--- config.mk ---
export PLATFORM = sky130hd
export DESIGN_NAME = multicycle_control_fsm
export DESIGN_NICKNAME = d
export VERILOG_FILES = /design/src/rtl/multicycle_control_fsm.sv
export SDC_FILE = /design/constraint.sdc
export NUM_CORES = 1
export LEC_CHECK = 0
export CAP_MARGIN = 15
export CORE_ASPECT_RATIO = 1.2
export CORE_MARGIN = 2
export CORE_UTILIZATION = 30
export CTS_CLUSTER_SIZE = 25
export DETAILED_ROUTE_END_ITERATION = 6
export PLACE_DENSITY_LB_ADDON = 0.15
export REMOVE_ABC_BUFFERS = 1
export SLEW_MARGIN = 10
export SYNTH_ARGS = -nofsm -noshare
export SYNTH_HDL_FRONTEND = slang
export SYNTH_SLANG_ARGS = --single-unit
--- constraint.sdc ---
create_clock -name clk -period 2.4 [get_ports clk]
set_input_delay 0.48 -clock clk [delete_from_list [all_inputs] [get_ports clk]]
set_output_delay 0.48 -clock clk [all_outputs]
set_load 0.02 [all_outputs]
--- src/rtl/multicycle_control_fsm.sv ---
// Multi-cycle RV32I control unit: FETCH/DECODE/EXECUTE/MEM/WRITEBACK sequencing
// over a single req/ack memory port, with sticky trap flags and an instret counter.
module multicycle_control_fsm #(
  parameter int unsigned ALU_W       = 4,
  parameter int unsigned MEM_TIMEOUT = 64,
  parameter int unsigned CNT_W       = 32
) (
  input  logic              clk,
  input  logic              reset,
  input  logic [31:0]       mem_rdata,
  input  logic              mem_ack,
  input  logic              BrEq,
  input  logic              BrLt,
  output logic              mem_req,
  output logic              mem_we,
  output logic [1:0]        mem_size,
  output logic              mem_unsigned,
  output logic [31:0]       Inst,
  output logic              IRWrite,
  output logic              PCWrite,
  output logic              PCSel,
  output logic [2:0]        ImmSel,
  output logic              ASel,
  output logic              BSel,
  output logic [ALU_W-1:0]  ALUSel,
  output logic              BrUn,
  output logic              RegWriteEnable,
  output logic [1:0]        WBSel,
  output logic              illegal_inst,
  output logic              bus_error,
  output logic [CNT_W-1:0]  instret
);

  typedef enum logic [2:0] {
    S_FETCH, S_DECODE, S_EXECUTE, S_MEM, S_WRITEBACK, S_TRAP
  } state_e;

  localparam logic [6:0] OP_R      = 7'b0110011;
  localparam logic [6:0] OP_IMATH  = 7'b0010011;
  localparam logic [6:0] OP_LOAD   = 7'b0000011;
  localparam logic [6:0] OP_STORE  = 7'b0100011;
  localparam logic [6:0] OP_BRANCH = 7'b1100011;
  localparam logic [6:0] OP_JAL    = 7'b1101111;
  localparam logic [6:0] OP_JALR   = 7'b1100111;
  localparam logic [6:0] OP_LUI    = 7'b0110111;
  localparam logic [6:0] OP_AUIPC  = 7'b0010111;

  localparam logic [ALU_W-1:0] ALU_ADD   = ALU_W'(0);
  localparam logic [ALU_W-1:0] ALU_SUB   = ALU_W'(1);
  localparam logic [ALU_W-1:0] ALU_XOR   = ALU_W'(2);
  localparam logic [ALU_W-1:0] ALU_OR    = ALU_W'(3);
  localparam logic [ALU_W-1:0] ALU_AND   = ALU_W'(4);
  localparam logic [ALU_W-1:0] ALU_SLL   = ALU_W'(5);
  localparam logic [ALU_W-1:0] ALU_SRL   = ALU_W'(6);
  localparam logic [ALU_W-1:0] ALU_SRA   = ALU_W'(7);
  localparam logic [ALU_W-1:0] ALU_SLT   = ALU_W'(8);
  localparam logic [ALU_W-1:0] ALU_SLTU  = ALU_W'(9);
  localparam logic [ALU_W-1:0] ALU_PASSB = ALU_W'(10);

  // Counter only needs to hold 0..MEM_TIMEOUT-1; reaching the last value without ack traps.
  localparam int unsigned    TW       = (MEM_TIMEOUT > 1) ? $clog2(MEM_TIMEOUT) : 1;
  localparam logic [TW-1:0]  TMO_LAST = (MEM_TIMEOUT > 0) ? TW'(MEM_TIMEOUT - 1) : '0;

  state_e             state_q, state_d;
  logic [31:0]        ir_q, ir_d;
  logic [CNT_W-1:0]   instret_q, instret_d;
  logic               illegal_q, illegal_d;
  logic               buserr_q, buserr_d;
  logic [TW-1:0]      tmo_q, tmo_d;

  logic [6:0]         opcode, funct7;
  logic [2:0]         funct3;
  logic               is_r, is_imath, is_load, is_store, is_branch;
  logic               is_jal, is_jalr, is_lui, is_auipc, known, r_bad, br_bad;
  logic               taken, tmo_hit;
  logic [2:0]         imm_sel;
  logic [ALU_W-1:0]   alu_op;

  assign opcode    = ir_q[6:0];
  assign funct3    = ir_q[14:12];
  assign funct7    = ir_q[31:25];
  assign is_r      = (opcode == OP_R);
  assign is_imath  = (opcode == OP_IMATH);
  assign is_load   = (opcode == OP_LOAD);
  assign is_store  = (opcode == OP_STORE);
  assign is_branch = (opcode == OP_BRANCH);
  assign is_jal    = (opcode == OP_JAL);
  assign is_jalr   = (opcode == OP_JALR);
  assign is_lui    = (opcode == OP_LUI);
  assign is_auipc  = (opcode == OP_AUIPC);
  assign known     = is_r | is_imath | is_load | is_store | is_branch |
                     is_jal | is_jalr | is_lui | is_auipc;
  assign r_bad     = is_r && !((funct7 == 7'h00) ||
                     ((funct7 == 7'h20) && ((funct3 == 3'd0) || (funct3 == 3'd5))));
  assign br_bad    = is_branch && (funct3[2:1] == 2'b01);
  assign tmo_hit   = (MEM_TIMEOUT != 0) && (tmo_q == TMO_LAST);

  always_comb begin
    alu_op = ALU_ADD;
    if (is_r || is_imath) begin
      case (funct3)
        3'd0:    alu_op = (is_r && ir_q[30]) ? ALU_SUB : ALU_ADD;
        3'd1:    alu_op = ALU_SLL;
        3'd2:    alu_op = ALU_SLT;
        3'd3:    alu_op = ALU_SLTU;
        3'd4:    alu_op = ALU_XOR;
        3'd5:    alu_op = ir_q[30] ? ALU_SRA : ALU_SRL;
        3'd6:    alu_op = ALU_OR;
        default: alu_op = ALU_AND;
      endcase
    end else if (is_lui) begin
      alu_op = ALU_PASSB;
    end

    imm_sel = 3'd0;
    if (is_imath || is_load || is_jalr) imm_sel = 3'd1;
    else if (is_store)                  imm_sel = 3'd2;
    else if (is_branch)                 imm_sel = 3'd3;
    else if (is_jal)                    imm_sel = 3'd4;
    else if (is_lui || is_auipc)        imm_sel = 3'd5;

    case (funct3)
      3'd0:    taken = BrEq;
      3'd1:    taken = !BrEq;
      3'd4,
      3'd6:    taken = BrLt;
      default: taken = !BrLt;
    endcase
  end

  always_comb begin
    state_d        = state_q;
    ir_d           = ir_q;
    instret_d      = instret_q;
    illegal_d      = illegal_q;
    buserr_d       = buserr_q;
    mem_req        = 1'b0;
    mem_we         = 1'b0;
    mem_size       = 2'd0;
    mem_unsigned   = 1'b0;
    IRWrite        = 1'b0;
    PCWrite        = 1'b0;
    PCSel          = 1'b0;
    ImmSel         = 3'd0;
    ASel           = 1'b0;
    BSel           = 1'b0;
    ALUSel         = '0;
    BrUn           = 1'b0;
    RegWriteEnable = 1'b0;
    WBSel          = 2'd0;

    if (state_q inside {S_EXECUTE, S_MEM, S_WRITEBACK}) begin
      ImmSel = imm_sel;
      ASel   = is_auipc | is_jal | is_branch;
      BSel   = !is_r;
      ALUSel = alu_op;
    end

    case (state_q)
      S_FETCH: begin
        mem_req = 1'b1;
        if (mem_ack) begin
          IRWrite = 1'b1;
          ir_d    = mem_rdata;
          state_d = S_DECODE;
        end else if (tmo_hit) begin
          state_d  = S_TRAP;
          buserr_d = 1'b1;
        end
      end
      S_DECODE: begin
        ImmSel = imm_sel;
        if (!known || r_bad) begin
          state_d   = S_TRAP;
          illegal_d = 1'b1;
        end else begin
          state_d = S_EXECUTE;
        end
      end
      S_EXECUTE: begin
        if (is_branch) begin
          BrUn = funct3[2] & funct3[1];
          if (br_bad) begin
            state_d   = S_TRAP;
            illegal_d = 1'b1;
          end else begin
            PCWrite   = 1'b1;
            PCSel     = taken;
            instret_d = instret_q + CNT_W'(1);
            state_d   = S_FETCH;
          end
        end else if (is_load || is_store) begin
          state_d = S_MEM;
        end else begin
          state_d = S_WRITEBACK;
        end
      end
      S_MEM: begin
        mem_req      = 1'b1;
        mem_we       = is_store;
        mem_size     = funct3[1:0];
        mem_unsigned = is_load & funct3[2];
        if (mem_ack) begin
          if (is_store) begin
            PCWrite   = 1'b1;
            instret_d = instret_q + CNT_W'(1);
            state_d   = S_FETCH;
          end else begin
            state_d = S_WRITEBACK;
          end
        end else if (tmo_hit) begin
          state_d  = S_TRAP;
          buserr_d = 1'b1;
        end
      end
      S_WRITEBACK: begin
        RegWriteEnable = 1'b1;
        WBSel          = is_load ? 2'd0 : ((is_jal || is_jalr) ? 2'd2 : 2'd1);
        PCWrite        = 1'b1;
        PCSel          = is_jal | is_jalr;
        instret_d      = instret_q + CNT_W'(1);
        state_d        = S_FETCH;
      end
      S_TRAP:  state_d = S_TRAP;
      default: state_d = S_FETCH;
    endcase

    // Counter restarts on every state entry and only runs while waiting on the bus.
    if (state_d != state_q)                         tmo_d = '0;
    else if (state_q inside {S_FETCH, S_MEM})       tmo_d = tmo_q + 1'b1;
    else                                            tmo_d = '0;

    Inst         = ir_q;
    instret      = instret_q;
    illegal_inst = illegal_q;
    bus_error    = buserr_q;

    if (reset) begin
      mem_req        = 1'b0;
      mem_we         = 1'b0;
      mem_size       = 2'd0;
      mem_unsigned   = 1'b0;
      IRWrite        = 1'b0;
      PCWrite        = 1'b0;
      PCSel          = 1'b0;
      ImmSel         = 3'd0;
      ASel           = 1'b0;
      BSel           = 1'b0;
      ALUSel         = '0;
      BrUn           = 1'b0;
      RegWriteEnable = 1'b0;
      WBSel          = 2'd0;
      illegal_inst   = 1'b0;
      bus_error      = 1'b0;
      Inst           = '0;
      instret        = '0;
    end
  end

  always_ff @(posedge clk) begin
    if (reset) begin
      state_q   <= S_FETCH;
      ir_q      <= '0;
      instret_q <= '0;
      illegal_q <= 1'b0;
      buserr_q  <= 1'b0;
      tmo_q     <= '0;
    end else begin
      state_q   <= state_d;
      ir_q      <= ir_d;
      instret_q <= instret_d;
      illegal_q <= illegal_d;
      buserr_q  <= buserr_d;
      tmo_q     <= tmo_d;
    end
  end

endmodule
Yosys cells after proc, flatten, opt, wreduce, memory -nomap -nowiden

Cells that the tools add are included.

$add $sub $neg: 2
Equal/unequal tests: 30
Multiplexer cells: 72
Bitwise gates (word level): 15
Reduce and logical (&&, ||, !) cells: 31

Operator list:

| cell                                                             | number |
|---|---|
| 32-bit 2-to-1 mux                                                | 6 |
| 32-bit one-hot mux with 3 select lines                           | 1 |
| 3-bit 2-to-1 mux                                                 | 16 |
| 1-bit 2-to-1 mux                                                 | 33 |
| 32-bit by 1-bit adder with 32-bit output (second input constant) | 1 |
| 7-bit by 6-bit == test with 1-bit output (second input constant) | 4 |
| 4-bit one-hot mux with 7 select lines                            | 1 |
| 7-bit == test (second input constant)                            | 3 |
| 4-bit 2-to-1 mux                                                 | 4 |
| 3-bit == test (second input constant)                            | 5 |
| 3-bit one-hot mux with 5 select lines                            | 1 |
| 7-bit by 5-bit == test with 1-bit output (second input constant) | 2 |
| 3-bit by 2-bit == test with 1-bit output (second input constant) | 4 |
| 2-bit 2-to-1 mux                                                 | 6 |
| 2-bit inequality test (second input constant)                    | 6 |
| 1-bit bitwise OR                                                 | 11 |
| 1-bit logical OR                                                 | 9 |
| 7-bit by 2-bit == test with 1-bit output (second input constant) | 1 |
| 7-bit logical NOT                                                | 1 |
| 6-bit by 1-bit adder with 6-bit output (second input constant)   | 1 |
| 3-bit by 1-bit == test with 1-bit output (second input constant) | 2 |
| 6-bit == test (second input constant)                            | 1 |
| 3-bit logical NOT                                                | 2 |
| 1-bit one-hot mux with 3 select lines                            | 2 |
| other kinds (15)                                                 | 27 |

Register bits: 75
Bits of input ports: 37
Output and inout bits: 87
Logic and storage cells: 156

Logic depth before layout (Yosys ltp)

Word-level depth: 15
Mapped depth: 8

Worst setup path before layout

No wires, ideal clock.

Path kind: flip-flop to output port
Start: register state_q[1]
End: output ALUSel[1]
Data arrival time: 1.927 ns
Required time: 1.920 ns
Setup slack: -0.007 ns
Cell stages (with the launch flop): 7
Buffers on the path: 1
Cells stage by stage: dfxtp_1 clkbuf_1 nor2_1 a21oi_1 or2_2 or4_1 a21oi_1

Longest elaborated chain between the ends: 4
Elaborated cells between the ends (all ways): 6
Classes of those cells: eq/ne: 3; mux: 2; reduce/logical: 1

Ends and longest elaborated chain:

| item                                                                      | line | RTL |
|---|---|---|
| from (decl)                                                               | 64   | `state_e state_q, state_d;` |
| from (signal assigned)                                                    | 269  | `state_q <= state_d;` |
| 3-bit by 2-bit == test with 1-bit output or 3-bit == test (tied branches) | 152  | `if (state_q inside {S_EXECUTE, S_MEM, S_WRITEBACK}) begin` |
| 3-bit nonzero test (no source line) (*)                                   | n/a  |  |
| 4-bit 2-to-1 mux (*)                                                      | 152  |  |
| 4-bit 2-to-1 mux (*)                                                      | 238  | `if (reset) begin` |
| to (decl)                                                                 | 25   | `output logic [ALU_W-1:0] ALUSel,` |

Every way passes the cells marked *; elsewhere a longest branch is shown, timed or not.

Final worst setup path

Start: register ir_q[2]
End: output PCWrite

Longest elaborated chain between the ends: 6
Elaborated cells between the ends (all ways): 9
Classes of those cells: eq/ne: 2; mux: 6; reduce/logical: 1

Ends and longest elaborated chain:

| item                                      | line | RTL |
|---|---|---|
| from (decl)                               | 65   | `logic [31:0] ir_q, ir_d;` |
| from (signal assigned)                    | 270  | `ir_q <= ir_d;` |
| 7-bit == test                             | 86   | `assign is_branch = (opcode == OP_BRANCH);` |
| 1-bit logical AND                         | 95   | `assign br_bad = is_branch && (funct3[2:1] == 2'b01);` |
| 1-bit 2-to-1 mux                          | 183  | `if (br_bad) begin` |
| 1-bit 2-to-1 mux                          | 181  | `if (is_branch) begin` |
| 1-bit one-hot mux with 3 select lines (*) | 159  | `case (state_q)` |
| 1-bit 2-to-1 mux (*)                      | 238  |  |
| to (decl)                                 | 20   | `output logic PCWrite,` |

Marks and branches as above.

==> metrics.md <==
| Metric | Value |
|---|---|
| Most used DFF post-synth | `dfxtp_1` |
| Row count | `47` |
| CTS H-Tree Depth | `3` |
| Startpoint types | `flip-flop` |
| Unrepaired setup endpoints after global routing | `true` |
| VDD IR-drop max | `0.405 mV` |
| Sink Count | `75` |
| Clock transition at path regs | `0.06 ns` |
| Vias per cell | `4.94` |
| Post-synthesis mux area share | `0%` |
| Synthesis-to-layout area growth | `55.8%` |
| Post-synth EDFFs | `0` |
| F_max | `0.395 GHz` |
| Final nets | `760` |
| Failing checks | `setup timing` |
| Most common cell after layout, fill and taps aside | `nand2_1` |
| CP max FO | `3` |
| Setup ws final | `-0.131 ns` |
| Vias in the first global route | `4382` |
| Post-Synth Simple-Gate Area | `39.9%` |
| Least-Margin Pin Slew | `0.836 ns` |
| Delay-heaviest family, CP | `compound AO/OA/AOI/OAI gates` |
| DRT Wirelength | `13300 um` |
| Top post-synthesis cells by area | `dfxtp_1 (35%), nor2b_1 (9.8%), nand2_1 (7.7%)` |
| Kind of critical path | `reg2out` |
| DR pass1 iterations | `4` |
| WP data required | `1.92 ns` |
| Hold_sp | `ir_q[11]` |
| Ys async rst share | `0%` |
| Yosys warns | `0` |
| DP HPWL | `9740 um` |
| Reported net switching power | `1.01 mW` |
| Unique masters post-synth | `54` |
| CP bufs+invs | `3` |
| Post-synthesis sequential area ratio | `35.2%` |
| Mean Syn Cell Area | `7.64 um^2` |
| Final core occ | `48.1%` |
| Leak | `2.91 nW` |
| Largest net degree at the start of global routing | `36` |
| Placeable Area | `13800 um^2` |
| Crit path time final | `2.53 ns` |
| Die width | `113 um` |
| Avg WL per Cell | `14.9 um` |
| CTS max path bufs | `2` |
| Drt first-iter violations | `169` |
| Worst-Skew Late Latency | `0.33 ns` |
| Worst path max stage delay | `0.40 ns` |
| Finish-stage setup viols | `12` |
| Starting density of the core | `30.9%` |
| CTS Hold Buffers Added | `0` |
| Clk_skew | `0.00604 ns` |
| Max stage delay cell, worst path | `o41a_1` |
| GP Congestion | `0.842` |
| Switching fraction of total power | `27.2%` |
| Hold WC Path Type | `reg2reg` |
| Max Cap Viol | `0` |
| Residual DRC count | `0` |
| CP Depth | `7` |
| WHS Endpoint | `ir_q[11]` |
| Clock tree from TritonCTS | `done` |
| DP Worst Slack | `-0.297 ns` |
| Antenna diodes | `0` |
| Die footprint | `15200 um^2` |
| Layout cell share with drive strength beyond 1 | `21.3%` |
| I/O pin total | `124` |
| Pwr/cell area | `557 nW/um^2` |
| #FFs+latches synth | `75` |
| Via count | `4434` |
| Most frequent cells in the layout | `nand2_1 (87), buf_4 (71), dfxtp_1 (67)` |
| Most used cell, CP | `buf_6` |
| Cell Int Power | `2.69 mW` |
| Worst R2R End | `instret_q[20]` |
| Post-synthesis adder-cell area fraction | `0.587%` |
| Port Buf Inserts | `123` |
| Element type at the critical path end | `primary output` |
| Slew HR | `44.3%` |
| Post-route clock period utilization | `105%` |
| CTS Buf Count | `9` |
| Post-synth design cell area | `4260 um^2` |
| Combinational Power Share | `20.4%` |
| Global-route wire length before repair | `21600 um` |
| Flop2flop setup slack | `-0.06 ns` |
| Synth Area in XOR/XNOR | `7.39%` |
| Syn Inst Count | `558` |
| Final ANT Viol Nets | `0` |
| Largest family of logic cells by synthesized area | `simple AND/OR/NAND/NOR gates` |
| Root buf cell | `clkbuf_16` |
| GRT Total Usage | `17.5%` |
| Yosys top cell area share | `35.2%` |
| Hold Crit Depth | `2` |
| Chip height | `135 um` |
| Clock power frac | `42.9%` |
| Worst EP arrival | `2.05 ns` |
| Synth Area in Compound Gates | `12.2%` |
| FF-to-FF path depth | `9` |
| Critical R2R Launch | `ir_q[2]` |
| Initial antenna violation count | `0` |
| Hold Vio Cnt, Final | `0` |
| Cell taking the most area after synthesis | `dfxtp_1` |
| Status | `finished with violations` |
| Slew Limit Fails | `0` |
| Sequential share of power | `36.7%` |
| Gr ovfl total | `0` |
| CP Cell Sequence | `nand4bb_4 > buf_12 > buf_6 > o41a_1 > o22a_4 > nor2_4 > buf_6` |
[per-stage QoR]
stage,cell area [um^2],power (mW),TNS [ns],std cells,hold WS [ns]
final,6640,3.70,-0.506,897,0.450
after global routing,6640,3.88,-2.31,897,0.476
after CTS,6400,3.71,-0.836,891,0.452
after detailed placement,5990,2.10,-3.70,870,0.443
after global placement,5990,2.09,-2.88,870,0.439
after floorplan,4090,1.72,-0.0304,518,0.426
[Yosys cell counts (7+ instances only)]
library cell,count
xnor2_1,24
nand4_1,11
dfxtp_1,75
inv_1,7
nor2_1,56
or3_1,8
clkbuf_1,28
a21oi_1,48
nor4_1,9
nor2b_1,67
nand3_1,15
nor3_1,18
nand2b_1,9
xor2_1,12
o21ai_0,7
nand2_1,87
[registers in the layout, summed over array words and instances (netlist names)]
signal and flops:
buserr_q 1, illegal_q 1, instret_q 32, ir_q 32, state_q 3, tmo_q 6
[per-layer routing]
layer | global-route usage [%] | share of wire (%) | vias to the layer above
met1 | 20.6 | 42 | 2079
met4 | 6.71 | 2.4 | 0
met3 | 3.82 | 5.2 | 23
met5 | 0 | 0 | -
met2 | 31.0 | 51 | 110
li1 | - | - | 2222
[area by class of cell]
cell class,count,area [um^2]
Tap cell,171,214
Clock buffer,10,239
Clock inverter,6,113
Sequential cell,75,1520
Multi-Input combinational cell,436,2800
Timing Repair Buffer,192,1740
Fill cell,1380,7180
Inverter,7,26.3
[worst min-delay path, stage by stage (launching register included)]
cell	delay, ns
dfxtp_1	0.30
nand2_1	0.05
a21oi_1	0.05
[how the worst max path moves through the flow]
stage                    start            to  slack [ns]
floorplan           state_q[0]  mem_unsigned       -0.03
global placement       mem_ack       PCWrite       -0.24
detailed placement     mem_ack      tmo_q[5]       -0.30
CTS                    ir_q[2]       PCWrite       -0.17
global route           ir_q[2]       PCWrite       -0.20
finish                 ir_q[2]       PCWrite       -0.13
[power groups by stage]
stage	registers [mW]	clock network, mW	logic, mW
after floorplan	1.39	0	0.328
after global placement	1.38	0	0.710
after detailed placement	1.38	0	0.714
after CTS	1.36	1.63	0.719
after global routing	1.37	1.69	0.827
final	1.36	1.59	0.756
[kinds of logic after synthesis]
kind of cell / count (synthesis)
adders and majority gates: 2
buffers and inverters: 47
xor gates and xnor gates: 36
and+or+nand+nor: 316
AOI/OAI and AO/OA: 82
DFF: 75
[timing repair]
item,CTS,global route
pin swaps,4,4
endpoints found under the setup margin,53,58
buffers inserted,5,6
endpoints found under the hold margin,0,0
gates resized for setup,122,59
Power figures use the tool's default switching activity.
